$ cat config.mk
export PLATFORM = sky130hd
export DESIGN_NAME = seq_divider
export DESIGN_NICKNAME = d
export VERILOG_FILES = /design/src/rtl/div_pkg.sv /design/src/rtl/div_step.sv /design/src/rtl/seq_divider.sv
export SDC_FILE = /design/constraint.sdc
export NUM_CORES = 1
export LEC_CHECK = 0
export ABC_AREA = 1
export CAP_MARGIN = 20
export CORE_MARGIN = 2
export CORE_UTILIZATION = 59
export DETAILED_ROUTE_END_ITERATION = 10
export PLACE_DENSITY = 0.88
export SETUP_SLACK_MARGIN = 0.02
export SYNTH_ARGS = -nofsm -noshare
export SYNTH_HDL_FRONTEND = slang
export SYNTH_SLANG_ARGS = --single-unit
$ cat constraint.sdc
create_clock -name clk -period 2.82 [get_ports clk]
set_input_delay 0.846 -clock clk [delete_from_list [all_inputs] [get_ports clk]]
set_output_delay 0.846 -clock clk [all_outputs]
set_load 0.02 [all_outputs]
$ cat src/rtl/div_pkg.sv
// -----------------------------------------------------------------------------
// div_pkg
// Shared definitions for the sequential divider slice.
//   divState_t  : controller states (IDLE, CALC, FIX, DONE)
//   DIV_WIDTH   : native operand width of the CPU datapath
//   DIV0_QUOT   : quotient reported when the divisor is zero
//   QUOT_LSB    : bit offset of the quotient (Lo) inside the packed result
//   REM_LSB     : bit offset of the remainder (Hi) inside the packed result
// -----------------------------------------------------------------------------
package div_pkg;

   typedef enum logic [1:0] {
      IDLE = 2'd0,
      CALC = 2'd1,
      FIX  = 2'd2,
      DONE = 2'd3
   } divState_t;

   localparam int                   DIV_WIDTH = 32;
   localparam logic [DIV_WIDTH-1:0] DIV0_QUOT = 32'hFFFF_FFFF;
   localparam int                   QUOT_LSB  = 32;
   localparam int                   REM_LSB   = 0;

endpackage

$ cat src/rtl/div_step.sv
// -----------------------------------------------------------------------------
// div_step
// One iteration of an unsigned restoring divider (purely combinational).
// The {rem, quo} pair is shifted left by one; the divisor magnitude is then
// trial-subtracted from the widened partial remainder. A non-negative trial
// is kept and yields a quotient bit of 1, otherwise the shifted remainder is
// restored and the quotient bit is 0.
// Ports:
//   i_rem        : current partial remainder
//   i_quo        : current quotient / remaining dividend bits
//   i_divisorMag : divisor magnitude
//   o_rem        : partial remainder after this step
//   o_quo        : quotient register after this step
// -----------------------------------------------------------------------------
module div_step
   import div_pkg::*;
#(
   parameter int WIDTH = DIV_WIDTH
) (
   input  logic [WIDTH-1:0] i_rem,
   input  logic [WIDTH-1:0] i_quo,
   input  logic [WIDTH-1:0] i_divisorMag,
   output logic [WIDTH-1:0] o_rem,
   output logic [WIDTH-1:0] o_quo
);

   // The shifted remainder can reach 2*divisor-1, so the trial needs one
   // extra bit; its MSB is then the borrow/sign of the subtraction.
   logic [WIDTH:0] w_shiftedRem;
   logic [WIDTH:0] w_trial;
   logic           w_trialNeg;

   assign w_shiftedRem = {i_rem, i_quo[WIDTH-1]};
   assign w_trial      = w_shiftedRem - {1'b0, i_divisorMag};
   assign w_trialNeg   = w_trial[WIDTH];

   assign o_rem = w_trialNeg ? w_shiftedRem[WIDTH-1:0] : w_trial[WIDTH-1:0];
   assign o_quo = {i_quo[WIDTH-2:0], ~w_trialNeg};

endmodule

$ cat src/rtl/seq_divider.sv
// -----------------------------------------------------------------------------
// seq_divider
// Multi-cycle restoring divider for MIPS DIV / DIVU in the EX stage.
// One quotient bit per cycle; fixed latency of 33 clock edges from the
// accepted start to the done strobe, divide-by-zero included.
// Ports:
//   clk         : clock, everything on posedge
//   reset       : synchronous active-high reset, aborts any operation
//   start       : operation request, only looked at while idle
//   is_signed   : 1 = DIV (two's complement), 0 = DIVU
//   dividend    : numerator, sampled with start
//   divisor     : denominator, sampled with start
//   busy        : high from the cycle after start until the return to idle
//   done        : one-cycle strobe, Hi/Lo register write enable
//   div_ans     : {quotient (Lo), remainder (Hi)}, held between operations
//   div_by_zero : qualifies done; set when the divisor was zero
// -----------------------------------------------------------------------------
module seq_divider
   import div_pkg::*;
#(
   parameter int WIDTH = DIV_WIDTH,
   parameter int ITERS = DIV_WIDTH
) (
   input  logic               clk,
   input  logic               reset,
   input  logic               start,
   input  logic               is_signed,
   input  logic [WIDTH-1:0]   dividend,
   input  logic [WIDTH-1:0]   divisor,
   output logic               busy,
   output logic               done,
   output logic [2*WIDTH-1:0] div_ans,
   output logic               div_by_zero
);

   localparam int               CNT_W    = $clog2(ITERS);
   localparam logic [CNT_W-1:0] LAST_CNT = CNT_W'(ITERS - 1);

   divState_t r_state;
   divState_t w_nextState;

   logic [CNT_W-1:0]   r_counter;
   logic [WIDTH-1:0]   r_rem;
   logic [WIDTH-1:0]   r_quo;
   logic [WIDTH-1:0]   r_divisorMag;
   logic [WIDTH-1:0]   r_dividendRaw;
   logic               r_signQ;
   logic               r_signR;
   logic               r_div0;
   logic               r_busy;
   logic               r_done;
   logic               r_divByZero;
   logic [2*WIDTH-1:0] r_divAns;

   logic               w_accept;
   logic [WIDTH-1:0]   w_dividendMag;
   logic [WIDTH-1:0]   w_divisorMag;
   logic [WIDTH-1:0]   w_stepRem;
   logic [WIDTH-1:0]   w_stepQuo;
   logic [WIDTH-1:0]   w_quotFinal;
   logic [WIDTH-1:0]   w_remFinal;
   logic [2*WIDTH-1:0] w_result;

   // Operands are converted to magnitudes at issue time so the iterative
   // core only ever does unsigned division. Negating 0x80000000 gives
   // 0x80000000 again, which read as unsigned is exactly 2^31.
   assign w_accept      = (r_state == IDLE) && start;
   assign w_dividendMag = (is_signed && dividend[WIDTH-1]) ? -dividend : dividend;
   assign w_divisorMag  = (is_signed && divisor[WIDTH-1])  ? -divisor  : divisor;

   div_step #(
      .WIDTH (WIDTH)
   ) u_step (
      .i_rem        (r_rem),
      .i_quo        (r_quo),
      .i_divisorMag (r_divisorMag),
      .o_rem        (w_stepRem),
      .o_quo        (w_stepQuo)
   );

   // State register for the controller.
   always_ff @(posedge clk) begin
      if (reset) begin
         r_state <= IDLE;
      end else begin
         r_state <= w_nextState;
      end
   end

   // Next-state logic: one pass through CALC per quotient bit, then a
   // single fix-up cycle and a single strobe cycle before going idle again.
   always_comb begin
      w_nextState = r_state;
      unique case (r_state)
         IDLE:    if (start) w_nextState = CALC;
         CALC:    if (r_counter == LAST_CNT) w_nextState = FIX;
         FIX:     w_nextState = DONE;
         DONE:    w_nextState = IDLE;
         default: w_nextState = IDLE;
      endcase
   end

   // Sign fix-up of the unsigned result. The quotient is negative when the
   // operand signs differ; the remainder always takes the dividend's sign.
   // A zero divisor bypasses this and reports all-ones / raw dividend.
   always_comb begin
      w_quotFinal = r_signQ ? -r_quo : r_quo;
      w_remFinal  = r_signR ? -r_rem : r_rem;
      w_result    = '0;
      if (r_div0) begin
         w_result[QUOT_LSB +: WIDTH] = DIV0_QUOT;
         w_result[REM_LSB  +: WIDTH] = r_dividendRaw;
      end else begin
         w_result[QUOT_LSB +: WIDTH] = w_quotFinal;
         w_result[REM_LSB  +: WIDTH] = w_remFinal;
      end
   end

   // Datapath and output registers. Operands are captured only on an
   // accepted start, so a start raised mid-operation cannot disturb the
   // calculation. The result register is written only in FIX, which keeps
   // the previous answer visible until the next operation finishes.
   always_ff @(posedge clk) begin
      if (reset) begin
         r_counter     <= '0;
         r_rem         <= '0;
         r_quo         <= '0;
         r_divisorMag  <= '0;
         r_dividendRaw <= '0;
         r_signQ       <= 1'b0;
         r_signR       <= 1'b0;
         r_div0        <= 1'b0;
         r_busy        <= 1'b0;
         r_done        <= 1'b0;
         r_divByZero   <= 1'b0;
         r_divAns      <= '0;
      end else begin
         r_busy <= (w_nextState != IDLE);
         unique case (r_state)
            IDLE: begin
               if (w_accept) begin
                  r_signQ       <= is_signed & (dividend[WIDTH-1] ^ divisor[WIDTH-1]);
                  r_signR       <= is_signed & dividend[WIDTH-1];
                  r_quo         <= w_dividendMag;
                  r_divisorMag  <= w_divisorMag;
                  r_dividendRaw <= dividend;
                  r_div0        <= (divisor == '0);
                  r_rem         <= '0;
                  r_counter     <= '0;
               end
            end
            CALC: begin
               r_rem     <= w_stepRem;
               r_quo     <= w_stepQuo;
               r_counter <= r_counter + 1'b1;
            end
            FIX: begin
               r_divAns    <= w_result;
               r_done      <= 1'b1;
               r_divByZero <= r_div0;
            end
            DONE: begin
               r_done      <= 1'b0;
               r_divByZero <= 1'b0;
            end
            default: begin
               r_done      <= 1'b0;
               r_divByZero <= 1'b0;
            end
         endcase
      end
   end

   assign busy        = r_busy;
   assign done        = r_done;
   assign div_ans     = r_divAns;
   assign div_by_zero = r_divByZero;

endmodule

Word level (Yosys, flattened, before mapping)
Cells that the tools add are included.
Widths: inputs -> output; s select.
- shift-type cells: 0
- muxes and demuxes: 17
- reductions and logical operators: 10
- bitwise operators: 4
- add/subtract/negate cells: 6
- multipliers: 0
- divide/modulo/power cells: 0
- order comparisons: 0
- eq/ne operators: 5
- operators by type and width (operator ; count):
    $mux 32 ; 7
    $neg 32->32 ; 4
    $pmux 32 s2 ; 2
    $mux 64 ; 1
    $sub 33x32->33 ; 1
    $logic_not 32->1 ; 1
    $pmux 5 s2 ; 1
    $pmux 2 s4 ; 1
    $reduce_bool 2->1 ; 3
    $add 5x1->5 const B ; 1
    $eq 5x5->1 const B ; 1
    $mux 5 ; 1
    $eq 2x2->1 const B ; 2
    $mux 2 ; 2
    $pmux 1 s2 ; 2
    $reduce_and 2->1 ; 2
    $logic_and 1x1->1 ; 3
    $and 1x1->1 ; 2
    $eq 2x1->1 const B ; 1
    $logic_not 2->1 ; 1
    $ne 2x2->1 const B ; 1
    $not 1->1 ; 1
    $xor 1x1->1 ; 1
- RAM bits: 0
- bits in read-only memories: 0
- memories: 0
- logic and storage cells: 55
- latch bits: 0
- register bits after elaboration: 205
- input port bits: 68

Depth between registers and ports, before layout
Gate-level depths: netlist of the first run.
- depth after elaboration: 4
- mapped depth: 18
- mapped depth without buffers: 17

Hierarchy
From an unflattened synthesis of the first run, not the netlist that was laid out.
- cells, all modules: 2489
- area, all modules: 14720.4 sq um
- modules (own cells, without submodules) (module ; area each (sq um) ; instances ; cells each):
    seq_divider ; 11324.6 ; 1 ; 1775
    div_step ; 3395.8 ; 1 ; 714

Worst setup path after synthesis of the first run
No wires, ideal clock.
- path kind: reg-to-reg
- from: reg r_quo[31]
- to: reg r_rem[13]
- library setup time: 0.142 ns
- cell stages (with the launch flop): 19
- path buffers: 1
- clock period less this slack: 2.254 ns
- data arrival time: 2.112 ns
- data required time: 2.678 ns
- slack: 0.566 ns
- cell sequence: dfxtp_1 inv_1 ha_1 fa_1 inv_1 nand2_1 nand2_1 nand3_2 nand2_4 nand2_4 nand2_4 nand2_4 nand2_4 nand2_8 nand2_8 buf_12 nand2_4 nand3_2 a21oi_2
- word-level cells in the longest chain between the ends: 3
- ends and longest elaborated chain (element ; RTL line ; RTL):
    from (decl) ; seq_divider.sv:44 ; logic [WIDTH-1:0] r_quo;
    from (signal assigned) ; seq_divider.sv:144 ; r_quo <= w_dividendMag;
    from (signal assigned) ; seq_divider.sv:154 ; r_quo <= w_stepQuo;
    $sub 33x32->33 ; div_step.sv:34 ; assign w_trial = w_shiftedRem - {1'b0, i_divisorMag};
    $mux 32 ; div_step.sv:37 ; assign o_rem = w_trialNeg ? w_shiftedRem[WIDTH-1:0] : w_trial[WIDTH-1:0];
    $pmux 32 s2 ; seq_divider.sv:139 ; unique case (r_state)
    to (signal assigned) ; seq_divider.sv:153 ; r_rem <= w_stepRem;
    to (decl) ; seq_divider.sv:43 ; logic [WIDTH-1:0] r_rem;
No other way between the ends.
A chain may end at the register's enable or synchronous reset.

Worst setup path in the final report of the first run
- from: reg r_quo[31]
- to: reg r_rem[23]
The elaborated chain is that of the path after synthesis.

==> results of run 1 <==
==> routing by layer <==
| layer | track usage, % | vias to the layer above |
|---|---|---|
| met5 | 0 | - |
| met4 | 8.763 | 0 |
| met3 | 5.501 | 95 |
| met2 | 57.35 | 834 |
| met1 | 51.32 | 7344 |
| li1 | - | 7692 |
==> final cells by class <==
class,instances,area [µm²]
Clock buffer,35,660.6
Multi-Input combinational cell,1643,8548
Clock inverter,6,50.05
Sequential cell,205,4105
Fill cell,2138,7138
Timing Repair Buffer,192,1903
Inverter,364,1366
Tap cell,324,405.4
==> final timing paths <==
kind | depth (start not counted) | endpoint | from
max | 17 | r_rem[23] | r_quo[31]
min | 2 | r_dividendRaw[16] | r_dividendRaw[16]
max reg2reg | 17 | r_rem[23] | r_quo[31]
min reg2reg | 2 | r_dividendRaw[16] | r_dividendRaw[16]
==> logic make-up after synthesis <==
group                    share of synthesized area, %
AND/OR/NAND/NOR                                 35.96
buffers and inverters                           12.51
AO/OA/AOI/OAI                                   16.46
flip-flops                                      28.42
XOR/XNOR                                        3.215
adder cells (fa/ha/maj)                         3.432
==> power groups by stage <==
stage	Sequential, mW	Combinational, mW	Clock [mW]
after detailed placement	3.65	8.06	0
final	3.61	8.31	2.87
after CTS	3.59	8.13	2.87
after global placement	3.64	7.92	0
after global routing	3.63	9.19	2.99
after floorplan	3.63	5.88	0
==> per-stage QoR <==
step           worst slack, ps  instances  hold WS [ps]  TNS, ps
2_1_floorplan            566.1       2306         423.7        0
3_3_place_gp            -63.48       2728         434.0   -90.15
3_5_place_dp            -96.74       2728         446.6   -188.4
4_1_cts                  84.61       2769         455.1        0
5_1_grt                  22.03       2769         488.2        0
6_report                 186.1       2769         454.6        0
==> cell usage in the layout (no fill, tap or decap), types with 48 or more instances in the layout <==
| master | count |
|---|---|
| o21ai_0 | 130 |
| a21oi_1 | 110 |
| nand3_1 | 167 |
| clkdlybuf4s50_1 | 133 |
| nand2_1 | 587 |
| nor2_1 | 226 |
| buf_4 | 48 |
| inv_1 | 345 |
| a31oi_1 | 54 |
| dfxtp_1 | 204 |
==> sequential cells by signal (all words and copies together) (netlist names) <==
name,cells
r_div0,1
r_quo,32
r_divisorMag,32
r_rem,32
r_state,2
div_by_zero,1
div_ans,64
r_signQ,1
busy,1
r_dividendRaw,32
done,1
r_signR,1
r_counter,5
==> worst max-delay path: cells and delay by family, from the launching register on <==
family	cells	cell delay (ps)
simple gates	11	930
fa+ha+maj	2	660
buf+inv	3	440
flops	1	370
compound gates	1	140
==> summary.md, run 1 <==
| Metric | Value |
|---|---|
| Status | `finished, final reports clean` |
| Synth top cells by count | `587 x nand2_1, 346 x inv_1, 228 x nor2_1` |
| Global-route wire length before repair | `75.83 mm` |
| Row count | `57` |
| # DRC | `0` |
| Ports | `135` |
| Total power | `14.78 mW` |
| Setup bufs post-CTS | `0` |
| Crit path top cell by count | `nand2_4` |
| Flop2flop setup slack | `190 ps` |
| Routed Antenna Nets | `0` |
| Core Footprint | `0.02418 mm²` |
| Fin. max-slew vios | `0` |
| Crit path max-delay cell type | `fa_1` |
| WS Path Type | `register to register` |
| CP max FO | `26` |
| Synth Flop Type | `dfxtp_1` |
| Mean Syn Cell Area | `6.261 µm²` |
| Yosys Warn Count | `0` |
| Net Sw Frac | `48.36%` |
| Hold buffers post-CTS | `0` |
| Final Core Density | `70.48%` |
| Top cell type's share of synthesized area | `28.42%` |
| Leakage | `8.179 nW` |
| Layout Nets | `2,536` |
| Post-Syn Area | `0.01444 mm²` |
| Post-Place Cell Area | `0.01632 mm²` |
| CP required | `3260 ps` |
| Buffers on Ports | `134` |
| Vias in the first global route | `14,785` |
| VDD IR-drop max | `0.0006092 V` |
| Worst min path class | `register to register` |
| Final hold vios | `0` |
| Initial antenna violation count | `0` |
| Diode count | `0` |
| Setup crit end kind | `register` |
| Final Instance Area | `0.01704 mm²` |
| Worst EP arrival | `3080 ps` |
| Total Wirelength | `47.62 mm` |
| Slew HR | `46.14%` |
| Clock root cell | `clkbuf_16` |
| Slew @ Worst Pin | `801.1 ps` |
| Max_cap viols | `0` |
| Mean routed wirelength per cell | `17.20 µm` |
| Full die area | `0.02574 mm²` |
| Starting DRT DRC Count | `1,879` |
| Top post-synthesis cells by area | `dfxtp_1 28%, nand2_1 15%, inv_1 9.0%` |
| Met3 wire length | `4.508 mm` |
| EDFF count, synth | `0` |
| Die height | `160.4 µm` |
| Total CTS buffers | `23` |
| Area Overhead vs Synth | `18.01%` |
| TritonCTS clock tree | `done` |
| Critical-path cell list | `inv_1, ha_1, fa_1, inv_1, nand2_1, nand2_1, nand3_2, nand2_4, nand2_4, nand2_4, nand2_4, nand2_4, nand2_8, buf_4, nand3_1, nand3_2, a21oi_2` |
| Final Wtd Congestion | `0.9503` |
| Net switching power | `7.148 mW` |
| GRT Util Overall | `36.02%` |
| Count leader, synth | `nand2_1` |
| Detailed Routing Iterations Pass 1 | `6` |
| DP Wirelength | `36.15 mm` |
| Yosys top cell by area | `dfxtp_1` |
| Fraction of layout cells with a size suffix above 1 | `9.039%` |
| Pin count of the biggest net entering global routing | `125` |
| Initial Util | `59.72%` |
| Flop pwr share | `24.4%` |
| Die span in x | `160.4 µm` |
| Worst path max stage delay | `410 ps` |
| Tmin final | `2634 ps` |
| Worst Skew | `28.30 ps` |
| Clock Power Share | `19.4%` |
| Startpoint types | `register` |
| DRT met1 WL | `20.95 mm` |
| Final Setup Violations | `0` |
| Pwr Density | `867.6 mW/mm²` |
| Power Internal | `7.634 mW` |
| Metal2 WL | `21.05 mm` |
| Worst-path clk slew | `60 ps` |
| Highest metal used | `met4` |
| Clk Latency, worst-skew pair | `540 ps` |
| CTS sink cnt | `205` |
| H-Tree Depth | `1` |
| Final worst path period share | `93.40%` |
| Via count of the routed design | `15,965` |
| #FFs+latches synth | `205` |
| Syn Inst Count | `2,306` |
| DR vias/cell | `5.766` |
| Global route total overflow | `0` |
| Logic pwr share | `56.2%` |
| Syn nets | `2,413` |
| RSZ-0062 raised after global routing | `false` |
| Sequential area share after synthesis | `28.42%` |
| Synth cell types | `53` |
| Post-cts sizing count | `0` |
| Fmax | `0.3797 GHz` |
| Max clock buf depth | `3` |
| Async set-reset flop share out of synthesis | `0%` |
(Power assumes the default switching activity.)
==> run 2, diff against run 1 <==
--- a/config.mk
+++ b/config.mk
@@ -8,9 +8,10 @@
 export ABC_AREA = 1
 export CAP_MARGIN = 20
 export CORE_MARGIN = 2
-export CORE_UTILIZATION = 59
+export CORE_UTILIZATION = 64
 export DETAILED_ROUTE_END_ITERATION = 10
-export PLACE_DENSITY = 0.88
+export MAX_ROUTING_LAYER = met4
+export PLACE_DENSITY = 0.94
 export SETUP_SLACK_MARGIN = 0.02
 export SYNTH_ARGS = -nofsm -noshare
 export SYNTH_HDL_FRONTEND = slang
==> constraint.sdc (replaced) <==
create_clock -name clk -period 3.34 [get_ports clk]
set_input_delay 1.002 -clock clk [delete_from_list [all_inputs] [get_ports clk]]
set_output_delay 1.002 -clock clk [all_outputs]
set_load 0.02 [all_outputs]
==> summary.md, run 2 (synthesized netlist as in run 1, its figures left out) <==
| Metric | Value |
|---|---|
| TritonCTS clock tree | `done` |
| CP max FO | `27` |
| Placement Setup Slack | `190.8 ps` |
| Net Sw Frac | `47.63%` |
| Min Hold Slack | `463.3 ps` |
| Final Setup Violations | `0` |
| Final Wtd Congestion | `0.9776` |
| Net switching power | `6.003 mW` |
| Setup crit end kind | `register` |
| CTS sink cnt | `205` |
| Clk Latency, worst-skew pair | `520 ps` |
| DR vias/cell | `5.962` |
| Clock Power Share | `22.3%` |
| H-Tree Depth | `1` |
| Setup TNS | `0 ps` |
| Initial antenna violation count | `3` |
| WS Path Type | `register to register` |
| Multi-input logic area | `0.008548 mm²` |
| Power Internal | `6.599 mW` |
| Total power | `12.60 mW` |
| Final worst path period share | `88.22%` |
| Core Footprint | `0.02196 mm²` |
| Most common cell after layout, fill and taps aside | `nand2_1` |
| Flop pwr share | `24.3%` |
| Row count | `54` |
| Clock root cell | `clkbuf_16` |
| Most frequent cells in the layout | `587 x nand2_1, 345 x inv_1, 226 x nor2_1` |
| GRT Util Overall | `39.63%` |
| Logic pwr share | `53.4%` |
| Die height | `154.2 µm` |
| # DRC | `0` |
| Non-Filler Instances | `2,692` |
| Vias in the first global route | `14,879` |
| Post-Place Cell Area | `0.01594 mm²` |
| Storage element area | `0.004104 mm²` |
| Setup bufs post-CTS | `0` |
| Routed Antenna Nets | `0` |
| Global-route wire length before repair | `74.60 mm` |
| CP required | `3710 ps` |
| Full die area | `0.02378 mm²` |
| Max_cap viols | `0` |
| Mean routed wirelength per cell | `17.43 µm` |
| Hold buffers post-CTS | `0` |
| Leakage | `8.050 nW` |
| Pwr Density | `751.6 mW/mm²` |
| Worst EP arrival | `3320 ps` |
| Filler Cell Count | `1,679` |
| Final hold vios | `0` |
| Layout Nets | `2,504` |
| DP Wirelength | `34.70 mm` |
| Fin worst setup slack | `393.6 ps` |
| Worst Skew | `6.826 ps` |
| Slew HR | `43.62%` |
| RSZ-0062 raised after global routing | `false` |
| Post-Place Cells | `2,652` |
| VDD IR-drop max | `0.0006135 V` |
| Slew @ Worst Pin | `838.6 ps` |
| Post-cts sizing count | `0` |
| Tmin final | `2946 ps` |
| Worst min path class | `register to register` |
| Total Wirelength | `46.92 mm` |
| Fin. max-slew vios | `0` |
| Fmax | `0.3394 GHz` |
| Startpoint types | `register` |
| Via count of the routed design | `16,049` |
| Total CTS buffers | `23` |
| Initial Util | `65.75%` |
| Ports | `135` |
| Worst-path clk slew | `60 ps` |
| Area Overhead vs Synth | `16.13%` |
| Buffers on Ports | `134` |
| Max reg flops | `64` |
| Final Instance Area | `0.01677 mm²` |
| Detailed Routing Iterations Pass 1 | `7` |
| Status | `finished, final reports clean` |
| Pin count of the biggest net entering global routing | `125` |
| Max clock buf depth | `3` |
| Starting DRT DRC Count | `1,961` |
| Die span in x | `154.2 µm` |
| Fraction of layout cells with a size suffix above 1 | `7.929%` |
| Final Core Density | `76.36%` |
| Global route total overflow | `0` |
## run 2: changes by cell type in the layout (fill, tap and decap cells not counted)
cell,delta
clkinvlp_4,-2
buf_6,-1
diode_2,+3
clkbuf_1,-7
buf_12,-7
bufinv_16,+6
buf_4,-24
dfxtp_2,-1
inv_16,-1
dfxtp_1,+1
clkinv_4,+1
inv_6,+1
clkbuf_8,-2
## run 2: critical path, cell delays in order (launching register included)
cell     delay (ps)
dfxtp_1         470
inv_1           150
ha_1            250
fa_1            410
inv_1            90
nand2_1          50
nand2_1          90
nand3_2          90
nand2_4         120
nand2_4          60
nand2_4          70
nand2_4          70
nand2_4         100
nand2_8         150
nand2_8         350
nand2_1         110
nand3_1          80
a21oi_1          80
## run 2: worst paths after layout
| check | from | to | slack, ps | cells after the start |
|---|---|---|---|---|
| max | r_quo[31] | r_rem[31] | 390 | 17 |
| min | r_dividendRaw[14] | r_dividendRaw[14] | 460 | 2 |
| max reg2reg | r_quo[31] | r_rem[31] | 390 | 17 |
| min reg2reg | r_dividendRaw[14] | r_dividendRaw[14] | 460 | 2 |
## run 2: cell type report
class	instances	area share (%)
repair buffers	160	9.372
diodes	3	0.04477
clock buffers	26	3.619
inverters	364	8.149
clock inverters	11	1.269
flip-flops and latches	205	24.48
well taps	280	2.089
multi-input cells	1643	50.98
## run 2: routing by layer
metal	routed length, µm	track usage (%)
met5	0	-
met4	1374	12.64
met3	4830	5.156
met2	20810	61.18
met1	19900	54.22
## run 2: power groups by stage
stage	clock, mW	combinational (mW)	sequential (mW)
after CTS	2.80	6.53	3.04
after global placement	0	6.30	3.08
after detailed placement	0	6.45	3.09
final	2.81	6.73	3.06
after global routing	2.89	7.38	3.09
after floorplan	0	4.97	3.07
